[src/rtl/vram_port_arbiter_if.sv]
// Port bundle for the VRAM arbiter: scanout reads, posted writes, fill control and the RAM side.
// The master side is everything around the arbiter: both requesters and the RAM itself.
interface vram_port_arbiter_if #(
    parameter int ADDR_W      = 14,
    parameter int DATA_W      = 16,
    parameter int WFIFO_DEPTH = 4
);
    localparam int CNT_W = $clog2(WFIFO_DEPTH) + 1;

    logic              disp_rd_req;
    logic [ADDR_W-1:0] disp_rd_addr;
    logic              disp_rd_valid;
    logic [DATA_W-1:0] disp_rd_data;

    logic              wr_valid;
    logic              wr_ready;
    logic [ADDR_W-1:0] wr_addr;
    logic [DATA_W-1:0] wr_data;

    logic              fill_start;
    logic [DATA_W-1:0] fill_value;
    logic              fill_busy;
    logic              fill_done;
    logic [CNT_W-1:0]  wfifo_count;

    logic [ADDR_W-1:0] ram_addr;
    logic              ram_we;
    logic [DATA_W-1:0] ram_wdata;
    logic [DATA_W-1:0] ram_rdata;

    modport master (
        output disp_rd_req, disp_rd_addr, wr_valid, wr_addr, wr_data,
               fill_start, fill_value, ram_rdata,
        input  disp_rd_valid, disp_rd_data, wr_ready, fill_busy, fill_done,
               wfifo_count, ram_addr, ram_we, ram_wdata
    );

    modport slave (
        input  disp_rd_req, disp_rd_addr, wr_valid, wr_addr, wr_data,
               fill_start, fill_value, ram_rdata,
        output disp_rd_valid, disp_rd_data, wr_ready, fill_busy, fill_done,
               wfifo_count, ram_addr, ram_we, ram_wdata
    );
endinterface

[src/rtl/vram_port_arbiter.sv]
// Single-port VRAM arbiter: scanout reads win every cycle, posted writes drain through a
// small FIFO in idle cycles, and a flush-then-fill sequencer clears the whole memory.
module vram_port_arbiter #(
    parameter int ADDR_W      = 14,
    parameter int DATA_W      = 16,
    parameter int VRAM_WORDS  = 16384,
    parameter int WFIFO_DEPTH = 4
) (
    input  logic              clk,
    input  logic              reset,
    vram_port_arbiter_if.slave bus
);
    localparam int PTR_W = $clog2(WFIFO_DEPTH);
    localparam int CNT_W = PTR_W + 1;
    localparam logic [ADDR_W:0]    FILL_LAST = (ADDR_W+1)'(VRAM_WORDS - 1);
    localparam logic [CNT_W-1:0]   FULL_CNT  = CNT_W'(WFIFO_DEPTH);

    typedef enum logic [1:0] {IDLE = 2'd0, FLUSH = 2'd1, FILL = 2'd2} state_t;

    typedef struct packed {
        logic [ADDR_W-1:0] addr;
        logic [DATA_W-1:0] data;
    } wr_entry_t;

    state_t            state, state_nxt;
    wr_entry_t         fifo_mem [WFIFO_DEPTH];
    wr_entry_t         head;
    logic [PTR_W-1:0]  rd_ptr, wr_ptr;
    logic [CNT_W-1:0]  count;
    logic [ADDR_W:0]   fill_cnt;
    logic [DATA_W-1:0] fill_val;
    logic              rd_vld_q, fill_done_q;
    logic              empty, full, push, pop, fill_wr, fill_last, wr_ready;

    assign empty     = (count == '0);
    assign full      = (count == FULL_CNT);
    assign head      = fifo_mem[rd_ptr];
    assign push      = bus.wr_valid && wr_ready;
    assign pop       = !bus.disp_rd_req && (state != FILL) && !empty;
    assign fill_wr   = !bus.disp_rd_req && (state == FILL);
    assign fill_last = (fill_cnt == FILL_LAST);

    // State register
    always_ff @(posedge clk or posedge reset) begin
        if (reset) state <= IDLE;
        else       state <= state_nxt;
    end

    // FLUSH only ever pops (ready is low), so it empties once the last entry leaves.
    always_comb begin
        state_nxt = state;
        case (state)
            IDLE:    if (bus.fill_start) state_nxt = FLUSH;
            FLUSH:   if (empty || (count == CNT_W'(1) && pop)) state_nxt = FILL;
            FILL:    if (fill_wr && fill_last) state_nxt = IDLE;
            default: state_nxt = IDLE;
        endcase
    end

    // RAM port mux and handshake outputs
    always_comb begin
        bus.ram_we    = 1'b0;
        bus.ram_addr  = '0;
        bus.ram_wdata = '0;
        if (bus.disp_rd_req) begin
            bus.ram_addr = bus.disp_rd_addr;
        end else if (pop) begin
            bus.ram_we    = 1'b1;
            bus.ram_addr  = head.addr;
            bus.ram_wdata = head.data;
        end else if (state == FILL) begin
            bus.ram_we    = 1'b1;
            bus.ram_addr  = fill_cnt[ADDR_W-1:0];
            bus.ram_wdata = fill_val;
        end
        wr_ready      = (state == IDLE) && !full;
        bus.fill_busy = (state != IDLE);
    end

    assign bus.wr_ready      = wr_ready;
    assign bus.disp_rd_valid = rd_vld_q;
    assign bus.disp_rd_data  = bus.ram_rdata;
    assign bus.fill_done     = fill_done_q;
    assign bus.wfifo_count   = count;

    // Storage needs no reset: pointers and count define what is live.
    always_ff @(posedge clk) begin
        if (push) fifo_mem[wr_ptr] <= '{addr: bus.wr_addr, data: bus.wr_data};
    end

    always_ff @(posedge clk or posedge reset) begin
        if (reset) begin
            rd_ptr <= '0;
            wr_ptr <= '0;
            count  <= '0;
        end else begin
            if (push) wr_ptr <= wr_ptr + PTR_W'(1);
            if (pop)  rd_ptr <= rd_ptr + PTR_W'(1);
            case ({push, pop})
                2'b10:   count <= count + CNT_W'(1);
                2'b01:   count <= count - CNT_W'(1);
                default: count <= count;
            endcase
        end
    end

    always_ff @(posedge clk or posedge reset) begin
        if (reset) begin
            fill_cnt    <= '0;
            fill_val    <= '0;
            fill_done_q <= 1'b0;
            rd_vld_q    <= 1'b0;
        end else begin
            rd_vld_q    <= bus.disp_rd_req;
            fill_done_q <= fill_wr && fill_last;
            if (state == IDLE && bus.fill_start) begin
                fill_cnt <= '0;
                fill_val <= bus.fill_value;
            end else if (fill_wr) begin
                fill_cnt <= fill_cnt + (ADDR_W+1)'(1);
            end
        end
    end
endmodule
[src/flat_wrapper.sv]
// flat-port wrapper written by rule: the top's interface ports become plain ports
module vram_port_arbiter_flat 
#(
    parameter int ADDR_W      = 14,
    parameter int DATA_W      = 16,
    parameter int VRAM_WORDS  = 16384,
    parameter int WFIFO_DEPTH = 4
)
  (clk, reset, bus_disp_rd_req, bus_disp_rd_addr, bus_wr_valid, bus_wr_addr, bus_wr_data, bus_fill_start, bus_fill_value, bus_ram_rdata, bus_disp_rd_valid, bus_disp_rd_data, bus_wr_ready, bus_fill_busy, bus_fill_done, bus_wfifo_count, bus_ram_addr, bus_ram_we, bus_ram_wdata);
  vram_port_arbiter_if #(.ADDR_W(ADDR_W), .DATA_W(DATA_W), .WFIFO_DEPTH(WFIFO_DEPTH)) bus_i ();
  input  logic clk;
  input  logic reset;
  input wire logic [$bits(bus_i.disp_rd_req)-1:0] bus_disp_rd_req;
  input wire logic [$bits(bus_i.disp_rd_addr)-1:0] bus_disp_rd_addr;
  input wire logic [$bits(bus_i.wr_valid)-1:0] bus_wr_valid;
  input wire logic [$bits(bus_i.wr_addr)-1:0] bus_wr_addr;
  input wire logic [$bits(bus_i.wr_data)-1:0] bus_wr_data;
  input wire logic [$bits(bus_i.fill_start)-1:0] bus_fill_start;
  input wire logic [$bits(bus_i.fill_value)-1:0] bus_fill_value;
  input wire logic [$bits(bus_i.ram_rdata)-1:0] bus_ram_rdata;
  output wire logic [$bits(bus_i.disp_rd_valid)-1:0] bus_disp_rd_valid;
  output wire logic [$bits(bus_i.disp_rd_data)-1:0] bus_disp_rd_data;
  output wire logic [$bits(bus_i.wr_ready)-1:0] bus_wr_ready;
  output wire logic [$bits(bus_i.fill_busy)-1:0] bus_fill_busy;
  output wire logic [$bits(bus_i.fill_done)-1:0] bus_fill_done;
  output wire logic [$bits(bus_i.wfifo_count)-1:0] bus_wfifo_count;
  output wire logic [$bits(bus_i.ram_addr)-1:0] bus_ram_addr;
  output wire logic [$bits(bus_i.ram_we)-1:0] bus_ram_we;
  output wire logic [$bits(bus_i.ram_wdata)-1:0] bus_ram_wdata;
  assign bus_i.disp_rd_req = bus_disp_rd_req;
  assign bus_i.disp_rd_addr = bus_disp_rd_addr;
  assign bus_i.wr_valid = bus_wr_valid;
  assign bus_i.wr_addr = bus_wr_addr;
  assign bus_i.wr_data = bus_wr_data;
  assign bus_i.fill_start = bus_fill_start;
  assign bus_i.fill_value = bus_fill_value;
  assign bus_i.ram_rdata = bus_ram_rdata;
  assign bus_disp_rd_valid = bus_i.disp_rd_valid;
  assign bus_disp_rd_data = bus_i.disp_rd_data;
  assign bus_wr_ready = bus_i.wr_ready;
  assign bus_fill_busy = bus_i.fill_busy;
  assign bus_fill_done = bus_i.fill_done;
  assign bus_wfifo_count = bus_i.wfifo_count;
  assign bus_ram_addr = bus_i.ram_addr;
  assign bus_ram_we = bus_i.ram_we;
  assign bus_ram_wdata = bus_i.ram_wdata;
  vram_port_arbiter #(.ADDR_W(ADDR_W), .DATA_W(DATA_W), .VRAM_WORDS(VRAM_WORDS), .WFIFO_DEPTH(WFIFO_DEPTH)) u_core (.clk(clk), .reset(reset), .bus(bus_i));
endmodule
[config.mk]
export PLATFORM = sky130hd
export DESIGN_NAME = vram_port_arbiter_flat
export DESIGN_NICKNAME = d
export VERILOG_FILES = /design/src/rtl/vram_port_arbiter_if.sv /design/src/rtl/vram_port_arbiter.sv /design/src/flat_wrapper.sv
export SDC_FILE = /design/constraint.sdc
export NUM_CORES = 1
export LEC_CHECK = 0
export BUFFER_PORTS_ARGS = -buffer_cell sky130_fd_sc_hd__buf_4
export CAP_MARGIN = 20
export CELL_PAD_IN_SITES_DETAIL_PLACEMENT = 1
export CELL_PAD_IN_SITES_GLOBAL_PLACEMENT = 2
export CORE_UTILIZATION = 39
export DETAILED_ROUTE_END_ITERATION = 10
export GPL_ROUTABILITY_DRIVEN = 1
export HOLD_SLACK_MARGIN = 0.06
export PLACE_DENSITY = 0.9
export SYNTH_ARGS = -nofsm -noshare
export SYNTH_HDL_FRONTEND = slang
export SYNTH_SLANG_ARGS = --single-unit
[constraint.sdc]
create_clock -name clk -period 2.4 [get_ports clk]
set_input_delay 0 -clock clk [delete_from_list [all_inputs] [get_ports clk]]
set_output_delay 0 -clock clk [all_outputs]
set_load 0.005 [all_outputs]
==> impl_metrics.env, run 1 <==
export IMPL_place_congestion=0.7329
export IMPL_clockBufferDepth=2
export IMPL_regArea_um2=4656
export IMPL_synth_area_um2=6910
export IMPL_route_detailed_drc=0
export IMPL_syn_area_per_cell_um2=15.63
export IMPL_synth_area_leaders="edfxtp_1, dfrtp_1, mux4_2"
export IMPL_cts_tree="yes"
export IMPL_ys_warn_count=0
export IMPL_ios=135
export IMPL_timing_setup_tns_ns=0
export IMPL_wl_per_cell_um=21.90
export IMPL_path_clk_slew_ns=0.06
export IMPL_die_h_um=135.1
export IMPL_rows=48
export IMPL_synthCells=442
export IMPL_ys_types=43
export IMPL_synthesis_nets=533
export IMPL_fin_skew_ns=0.01019
export IMPL_worstPathMaxFanout=18
export IMPL_synth_ff_type="edfxtp_1"
export IMPL_peakVddDrop_mv=0.5048
export IMPL_rsz0062_at_grt="false"
export IMPL_h_tree_depth=4
export IMPL_clock_sinks=162
export IMPL_clk_latency_ns=0.43
export IMPL_drt_pass1_iter_count=5
export IMPL_slew_violations=0
export IMPL_finalHoldViolCount=0
export IMPL_crit_type="reg -> out"
export IMPL_cp_depth=7
export IMPL_critPathLaunchType="flip-flop"
export IMPL_io_buffers=102
export IMPL_slew_headroom_pct=62.01
export IMPL_min_period_ns=2.237
export IMPL_cpMostUsedCell="buf_4"
export IMPL_total_power_uw=6780
export IMPL_fp_coreArea_um2=17300
export IMPL_tightestPinTransition_ns=0.5691
export IMPL_synth_edf_count=120
export IMPL_dp_cells=745
export IMPL_slowest_delay_ns=0.45
export IMPL_hpwl_um=11340
export IMPL_ys_seq_area_share_pct=67.35
export IMPL_final_cells=843
export IMPL_cts_setup_buffers=0
export IMPL_crit_buf_inv=3
export IMPL_multi_input_area_um2=2016
export IMPL_layout_commonest_cell="edfxtp_1"
export IMPL_crit_slowest_cell="dfrtp_1"
export IMPL_gr_total_overflow=0
export IMPL_drive_above_1_share_pct=30.74
export IMPL_power_density_nw_per_um2=734.7
export IMPL_fill_cells=1664
export IMPL_reg2regPathDepth=7
export IMPL_max_freq_mhz=447.1
export IMPL_hold_path_class="in -> async"
export IMPL_start_util_pct=39.95
export IMPL_endpoint_kind="primary output"
export IMPL_synth_top_area_share_pct=52.15
export IMPL_syn_to_final_growth_pct=33.55
export IMPL_cap_violations=0
export IMPL_die_x_um=135.1
export IMPL_drtAntennaViolNets=0
export IMPL_post_route_period_util_pct=93.20
export IMPL_arrival_ns=2.24
export IMPL_grt_use_total_pct=21.78
export IMPL_worstPathCellList="inv_1 > ha_1 > nor2b_2 > nor3_2 > buf_4 > a22o_1 > buf_4"
export IMPL_die_area_um2=18250
export IMPL_numCtsBuffers=17
export IMPL_grt_pass1_vias=4986
export IMPL_drt_wl_total_um=18460
export IMPL_grt_max_degree=31
export IMPL_synth_area_leader_cell="edfxtp_1"
export IMPL_cts_root_buf="clkbuf_16"
export IMPL_p_leak_uw=0.003653
export IMPL_diodes=0
export IMPL_status="completed"
export IMPL_critPathRequiredTime_ns=2.40
export IMPL_nets=696
export IMPL_synthArstFlopShare_pct=25.93
export IMPL_viasPerCell=5.365
export IMPL_antenna_found_initial=0
export IMPL_synth_seq_cells=162
export IMPL_vias=4523
export IMPL_critPathTopFamily="buffers and inverters"
export IMPL_drt_iter0_markers=290
export IMPL_layout_common_cells="edfxtp_1, buf_4, nand2_1, dlygate4sd3_1, dfrtp_1"
export IMPL_finalSetupViolations=0
export IMPL_grt_pass1_wl_um=28600
-- worst register-to-register path: stages, from the launching register on --
cell	delay, ns
dfrtp_1	0.45
inv_1	0.10
ha_1	0.24
a211oi_2	0.38
nand2_1	0.18
ha_1	0.36
nor2_1	0.17
xor2_1	0.18
-- registers in the layout (all words and copies together), names as in the netlist --
signal,cells
u_core.bus.disp_rd_valid,1
u_core.bus.fill_done,1
u_core.bus.wfifo_count,3
u_core.fifo_mem,120
u_core.fill_cnt,15
u_core.fill_val,16
u_core.rd_ptr,2
u_core.state,2
u_core.wr_ptr,2
-- worst paths after layout --
kind                                           startpoint  slack [ns]                        end
worst min register to register        u_core.fill_val[14]        0.49        u_core.fill_val[14]
worst min-delay path                                reset        0.20            u_core.state[1]
worst max register to register  u_core.bus.wfifo_count[0]        0.27  u_core.bus.wfifo_count[2]
worst max-delay path            u_core.bus.wfifo_count[0]        0.16           bus_ram_wdata[1]
min in group clk                      bus_disp_rd_addr[9]        0.31            bus_ram_addr[9]
max in group asynchronous                           reset        1.46         u_core.fill_val[1]
-- power by group --
| part | switching [uW] | internal, uW | total [uW] |
|---|---|---|---|
| clock network | 1120 | 1880 | 2990 |
| logic | 260 | 338 | 598 |
| registers | 111 | 3080 | 3190 |
| total | 1490 | 5290 | 6780 |
-- metrics by stage --
stage	worst slack, ns	hold WS (ns)	cell area (um^2)	utilization, %
after floorplan	0.1095	0.03143	6910	-
after global placement	0.4365	0.00006013	7913	45.75
after detailed placement	0.2452	0.00006013	7913	45.75
after CTS	0.02050	0.2113	9223	53.32
after global routing	0.002916	0.2546	9229	53.36
final	0.1632	0.2005	9229	53.36
-- routing by layer --
layer  global-route usage [%]  up-vias  wire length [um]
met4                    9.426        0               458
met2                    37.64      176              9484
met1                    26.04     2315              7509
li1                         -     1994                 -
met5                        0        -                 0
met3                    4.955       38              1009
-- area by class of cell --
type / count / share of cell area, %
sequential: 162 / 50.45
multi-input combinational: 232 / 21.84
timing repair buffer: 183 / 17.26
clock buffer: 19 / 4.799
tap: 225 / 3.050
clock inverter: 13 / 2.237
inverter: 9 / 0.3661
-- timing repair --
item / in CTS / in global routing
hold endpoints to repair: 179 / 0
hold buffers: 66 / 0
resized for setup: 0 / 2
setup endpoints to repair: 0 / 15
-- cells by family after synthesis --
kind of cell / share of synthesized area, %
simple gates: 8.365
buf+inv: 3.784
mux: 11.39
compound gates: 6.283
flops: 67.35
fa+ha+maj: 1.811
xor+xnor: 1.014
-- cells in the mapped netlist, types with 2 or more instances --
library cell	n
xor2_1	3
clkbuf_1	9
a21oi_1	3
nor2_1	5
dfrtp_1	42
nand4b_1	2
o21ai_0	4
mux4_2	30
nand2b_1	6
or3b_1	2
buf_4	18
mux2i_1	10
nor2b_1	2
ha_1	10
nor3_1	5
a22o_1	27
nand2_1	70
nand3_1	5
or3_1	2
and3_1	4
a21o_1	13
edfxtp_1	120
buf_2	11
nor4_1	6
inv_1	9
nand4_1	3
xnor2_1	5
Power figures use the tool's default switching activity.
==> run 2: changes to the inputs <==
--- a/constraint.sdc
+++ b/constraint.sdc
@@ -3,2 +3,2 @@
 set_output_delay 0 -clock clk [all_outputs]
-set_load 0.005 [all_outputs]
+set_load 0.05 [all_outputs]
==> run 2 against run 1 <==
  * Core utilization is 0.28 points lower
  * Design area is 0.53% lower
  * Critical path depth stayed put
  * Non-clock buffer count is 3 lower
  * Clock power is 6% lower
  * Sequential share of layout area is 0.32 points higher
  * Largest power group unchanged
  * Die area stayed put
  * Critical endpoint is now bus_ram_wdata[6]
  * Worst setup slack worse by 0.097 ns
  * First-iteration DRC count is 10% lower
  * Sequential cell count stayed put
  * Clock-buffer cell count is 2 lower
  * Worst hold slack better by 0.10 ns
==> impl_metrics.env, run 2 (synthesis gave the netlist of run 1 again) <==
export IMPL_status="completed"
export IMPL_die_h_um=135.1
export IMPL_die_area_um2=18250
export IMPL_slew_violations=0
export IMPL_critPathLaunchType="flip-flop"
export IMPL_fin_area_um2=9180
export IMPL_slew_headroom_pct=33.94
export IMPL_grt_pass1_wl_um=28360
export IMPL_finalSetupViolations=0
export IMPL_grt_pass1_vias=5057
export IMPL_gr_total_overflow=0
export IMPL_top_usage_layer="met2"
export IMPL_vias=4528
export IMPL_dp_cells=741
export IMPL_hold_path_class="in -> reg"
export IMPL_start_util_pct=39.95
export IMPL_fin_skew_ns=0.008265
export IMPL_top_register="u_core.fifo_mem"
export IMPL_finalHoldViolCount=0
export IMPL_diodes=0
export IMPL_gr_usage_met2_pct=38.01
export IMPL_path_clk_slew_ns=0.07
export IMPL_layout_commonest_cell="edfxtp_1"
export IMPL_nets=693
export IMPL_post_route_period_util_pct=97.23
export IMPL_ios=135
export IMPL_reg_top3="u_core.fifo_mem: 120 flops, u_core.fill_val: 16 flops, u_core.fill_cnt: 15 flops"
export IMPL_holdCritStartpoint="bus_wr_addr[12]"
export IMPL_reg2regPathDepth=4
export IMPL_clock_sinks=162
export IMPL_cts_tree="yes"
export IMPL_peakVddDrop_mv=0.6042
export IMPL_die_x_um=135.1
export IMPL_whs_ns=0.3037
export IMPL_largest_register_ffs=120
export IMPL_clk_latency_ns=0.43
export IMPL_cap_violations=0
export IMPL_final_cells=840
export IMPL_rows=48
export IMPL_layout_common_cells="edfxtp_1, buf_4, nand2_1, dlygate4sd3_1, dfrtp_1"
export IMPL_grt_max_degree=43
export IMPL_hpwl_um=11500
export IMPL_min_period_ns=2.333
export IMPL_final_core_util_pct=53.07
export IMPL_viasPerCell=5.390
export IMPL_crit_type="reg -> out"
export IMPL_io_buffers=102
export IMPL_timing_setup_tns_ns=0
export IMPL_drtAntennaViolNets=0
export IMPL_worstPathMaxFanout=16
export IMPL_dpl_instance_area_um2=7900
export IMPL_cts_root_buf="clkbuf_16"
export IMPL_tightestPinTransition_ns=0.9895
export IMPL_whs_path_depth=2
export IMPL_antenna_found_initial=0
export IMPL_drt_wl_total_um=18460
export IMPL_power_density_nw_per_um2=743.0
export IMPL_hold_end="u_core.fifo_mem[3][28]"
export IMPL_r2r_start="u_core.bus.wfifo_count[0]"
export IMPL_drt_iter0_markers=260
export IMPL_arrival_ns=2.33
export IMPL_met1_usage_pct=25.18
export IMPL_wl_per_cell_um=21.98
export IMPL_endpoint_kind="primary output"
export IMPL_grt_use_total_pct=21.52
export IMPL_fp_coreArea_um2=17300
export IMPL_p_leak_uw=0.003606
export IMPL_h_tree_depth=4
export IMPL_r2r_end="u_core.fifo_mem[1][10]"
export IMPL_clockBufferDepth=2
export IMPL_rsz0062_at_grt="true"
export IMPL_drt_pass1_iter_count=4
export IMPL_max_freq_mhz=428.6
export IMPL_critPathRequiredTime_ns=2.40
export IMPL_route_detailed_drc=0
export IMPL_syn_to_final_growth_pct=32.84
export IMPL_grtUsageMet3_pct=4.167
export IMPL_numCtsBuffers=17
export IMPL_place_congestion=0.7356
export IMPL_drive_above_1_share_pct=31.54
export IMPL_ff2ff_setup_slack_ns=0.31
-- run 2: what timing repair did --
item | 4_1_cts | 5_1_grt
pin swaps | 1 | 0
buffers inserted | 1 | 0
setup endpoints to repair | 2 | 17
hold buffers | 66 | 0
resized for setup | 0 | 2
hold endpoints to repair | 200 | 0
-- run 2: how the worst max path moves through the flow --
stage                                    from                   endpoint  slack [ns]  cells past startpoint
CTS                          u_core.rd_ptr[0]          bus_ram_wdata[14]        0.04                      4
finish              u_core.bus.wfifo_count[0]           bus_ram_wdata[6]        0.07                      7
global placement    u_core.bus.wfifo_count[0]     u_core.fifo_mem[1][11]        0.42                      4
global route        u_core.bus.wfifo_count[0]           bus_ram_wdata[3]       -0.04                      7
detailed placement  u_core.bus.wfifo_count[0]     u_core.fifo_mem[0][10]        0.34                      4
floorplan           u_core.bus.wfifo_count[0]  u_core.bus.wfifo_count[2]       0.008                      8
-- run 2: metal layers --
| metal | wire length (um) | up-vias | share of wire (%) |
|---|---|---|---|
| li1 | - | 1991 | - |
| met1 | 7317 | 2340 | 40 |
| met2 | 9862 | 153 | 53 |
| met3 | 715 | 44 | 3.9 |
| met4 | 568 | 0 | 3.1 |
| met5 | 0 | - | 0 |
-- run 2: through the flow --
step | total power [uW] | worst slack [ns]
after floorplan | 3688 | 0.007957
after CTS | 6852 | 0.03605
after global placement | 3880 | 0.4236
after global routing | 6999 | -0.03991
after detailed placement | 3915 | 0.3353
final | 6821 | 0.06657
-- run 2: final cells by class --
cell class | instances | area (um^2)
fill | 1676 | 8117
clock inverter | 15 | 181.4
timing repair buffer | 180 | 1541
inverter | 9 | 33.78
multi-input combinational | 232 | 2056
sequential | 162 | 4661
tap | 225 | 281.5
clock buffer | 17 | 425.4
-- run 2: worst max-delay path, cell delays in order (launching register included) --
cell and delay (ns):
dfrtp_2 0.42, inv_1 0.08, ha_1 0.25, nor2b_2 0.19
nor3_2 0.25, buf_4 0.29, a22o_1 0.20, buf_4 0.21
-- run 2: where the power goes --
group          switching (uW)  internal [uW]  total, uW
clock                    1160           1650       2810
combinational             473            345        817
sequential                118           3080       3200
==> run 3: changes to the inputs <==
CORE_UTILIZATION = 42   (was 39)
CTS_CLUSTER_SIZE = 8   (was not set)
PLACE_DENSITY = 0.95   (was 0.9)
clock period = 2.8 ns   (was 2.4 ns; I/O delays follow)
==> run 3 against run 2 <==
  * Sequential cell count unchanged
  * Worst setup slack improved by 0.31 ns
  * Sequential share of layout area about the same
  * Power fell by 15%
  * First-iteration DRC count rose by 20%
  * Non-clock buffer count increased by 4
  * Via count grew 0.75%
  * Global-route usage grew 1.8 points
  * Design area barely moved
  * Critical path depth fell by 3
  * Clock-buffer cell count up 3
  * Largest power group unchanged
==> impl_metrics.env, run 3 (synthesis gave the netlist of run 1 again) <==
export IMPL_io_buffers=102
export IMPL_clock_sinks=162
export IMPL_p_int_uw=4391
export IMPL_p_leak_uw=0.003639
export IMPL_cts_repair_resized=0
export IMPL_wl_per_cell_um=22.41
export IMPL_route_detailed_drc=0
export IMPL_final_cells=835
export IMPL_top_register="u_core.fifo_mem"
export IMPL_slew_violations=0
export IMPL_path_clk_slew_ns=0.06
export IMPL_worstPathMaxFanout=16
export IMPL_fin_skew_ns=0.005842
export IMPL_antenna_found_initial=0
export IMPL_status="completed"
export IMPL_timing_setup_tns_ns=0
export IMPL_drt_pass1_iter_count=5
export IMPL_netSwitchingPower_uw=1432
export IMPL_rows=46
export IMPL_grt_max_degree=43
export IMPL_start_util_pct=43.19
export IMPL_drtAntennaViolNets=0
export IMPL_syn_to_final_growth_pct=32.81
export IMPL_dp_cells=736
export IMPL_nets=697
export IMPL_power_density_nw_per_um2=634.5
export IMPL_cts_tree="yes"
export IMPL_critPathLaunchType="flip-flop"
export IMPL_seqPwrFrac_pct=47.2
export IMPL_h_tree_depth=4
export IMPL_ios=135
export IMPL_layout_commonest_cell="edfxtp_1"
export IMPL_min_period_ns=2.421
export IMPL_gr_total_overflow=0
export IMPL_hold_path_class="in -> async"
export IMPL_cts_root_buf="clkbuf_16"
export IMPL_arrival_ns=2.42
export IMPL_swShare_pct=24.60
export IMPL_multi_input_area_um2=2023
export IMPL_peakVddDrop_mv=0.4469
export IMPL_crit_type="reg -> out"
export IMPL_place_congestion=0.7644
export IMPL_cap_violations=0
export IMPL_numCtsBuffers=17
export IMPL_slew_headroom_pct=52.68
export IMPL_fp_coreArea_um2=16000
export IMPL_regArea_um2=4656
export IMPL_ff2ff_setup_slack_ns=0.46
export IMPL_drt_wl_total_um=18710
export IMPL_grt_pass1_vias=4953
export IMPL_drive_above_1_share_pct=31.18
export IMPL_die_h_um=130.3
export IMPL_r2r_end="u_core.fifo_mem[1][7]"
export IMPL_clk_latency_ns=0.42
export IMPL_max_freq_mhz=413.0
export IMPL_viasPerCell=5.463
export IMPL_grt_pass1_wl_um=28150
export IMPL_power_frac_clock_pct=40.9
export IMPL_r2r_start="u_core.bus.wfifo_count[0]"
export IMPL_endpoint_kind="primary output"
export IMPL_critPathRequiredTime_ns=2.80
export IMPL_diodes=0
export IMPL_combPwrFrac_pct=11.9
export IMPL_die_area_um2=16970
export IMPL_hpwl_um=11650
export IMPL_grt_use_total_pct=23.29
export IMPL_fill_cells=1528
export IMPL_clockBufferDepth=2
export IMPL_post_route_period_util_pct=86.48
export IMPL_tightestPinTransition_ns=0.7098
export IMPL_reg_top3="u_core.fifo_mem: 120 flops, u_core.fill_val: 16 flops, u_core.fill_cnt: 15 flops"
export IMPL_drt_iter0_markers=312
export IMPL_largest_register_ffs=120
export IMPL_finalSetupViolations=0
export IMPL_die_x_um=130.3
export IMPL_reg2regPathDepth=5
export IMPL_finalHoldViolCount=0
export IMPL_rsz0062_at_grt="false"
export IMPL_layout_common_cells="edfxtp_1, buf_4, nand2_1, dlygate4sd3_1, dfrtp_1"
export IMPL_vias=4562
## run 3: cell types whose count changed in the layout (fill, tap and decap cells not counted), sizes merged
cell	previous run	this run
clkinv	7	5
inv	13	11
clkbuf	17	20
buf	114	118
clkinvlp	1	2
## run 3: cell type report
| cell class | instances | area share, % |
|---|---|---|
| flip-flops and latches | 162 | 50.73 |
| clock buffers | 20 | 4.976 |
| inverters | 9 | 0.3681 |
| well taps | 216 | 2.945 |
| clock inverters | 12 | 1.677 |
| multi-input cells | 232 | 22.04 |
| repair buffers | 184 | 17.26 |
## run 3: metrics by stage
step / hold WS, ns / area (um^2) / power, uW / setup WS (ns) / utilization (%)
6_report: 0.1370 / 9178 / 5823 / 0.3785 / 57.36
5_1_grt: 0.1701 / 9178 / 5998 / 0.2770 / 57.36
3_5_place_dp: 0.0003409 / 7886 / 3350 / 0.5029 / 49.29
4_1_cts: 0.3100 / 9158 / 5829 / 0.3385 / 57.23
2_1_floorplan: 0.03143 / 6923 / 3161 / 0.1134 / -
3_3_place_gp: 0.0003409 / 7886 / 3324 / 0.6390 / 49.29
## run 3: worst max-delay path by stage
stage,start,endpoint,slack [ns]
after global placement,u_core.bus.wfifo_count[0],u_core.fifo_mem[1][7],0.64
after floorplan,u_core.bus.wfifo_count[0],u_core.fifo_mem[0][0],0.11
final,u_core.rd_ptr[0],bus_ram_wdata[14],0.38
after detailed placement,u_core.bus.wfifo_count[0],u_core.fifo_mem[1][1],0.50
after global routing,u_core.rd_ptr[0],bus_ram_wdata[14],0.28
after CTS,u_core.rd_ptr[0],bus_ram_wdata[14],0.34
## run 3: critical path, cell delays in order, from the launching register on
cell and delay, ns:
dfrtp_2 0.74, buf_4 0.29, mux4_2 0.55, a22o_1 0.22, buf_4 0.19
## run 3: power by group through the flow
stage | sequential [uW] | clock, uW | combinational [uW]
6_report | 2750 | 2380 | 693
5_1_grt | 2750 | 2510 | 738
4_1_cts | 2740 | 2400 | 687
3_5_place_dp | 2790 | 0 | 562
3_3_place_gp | 2780 | 0 | 540
2_1_floorplan | 2750 | 0 | 410
## run 3: repair_timing
item,4_1_cts,5_1_grt
setup buffers,0,0
hold buffers,66,0
hold endpoints to repair,198,0
## run 3: routing by layer
metal | global-route usage [%] | vias up | wire [um]
li1 | - | 1992 | -
met1 | 27.76 | 2365 | 7264
met2 | 41.93 | 183 | 10010
met3 | 5.248 | 22 | 1138
met4 | 7.045 | 0 | 302
met5 | 0 | - | 0
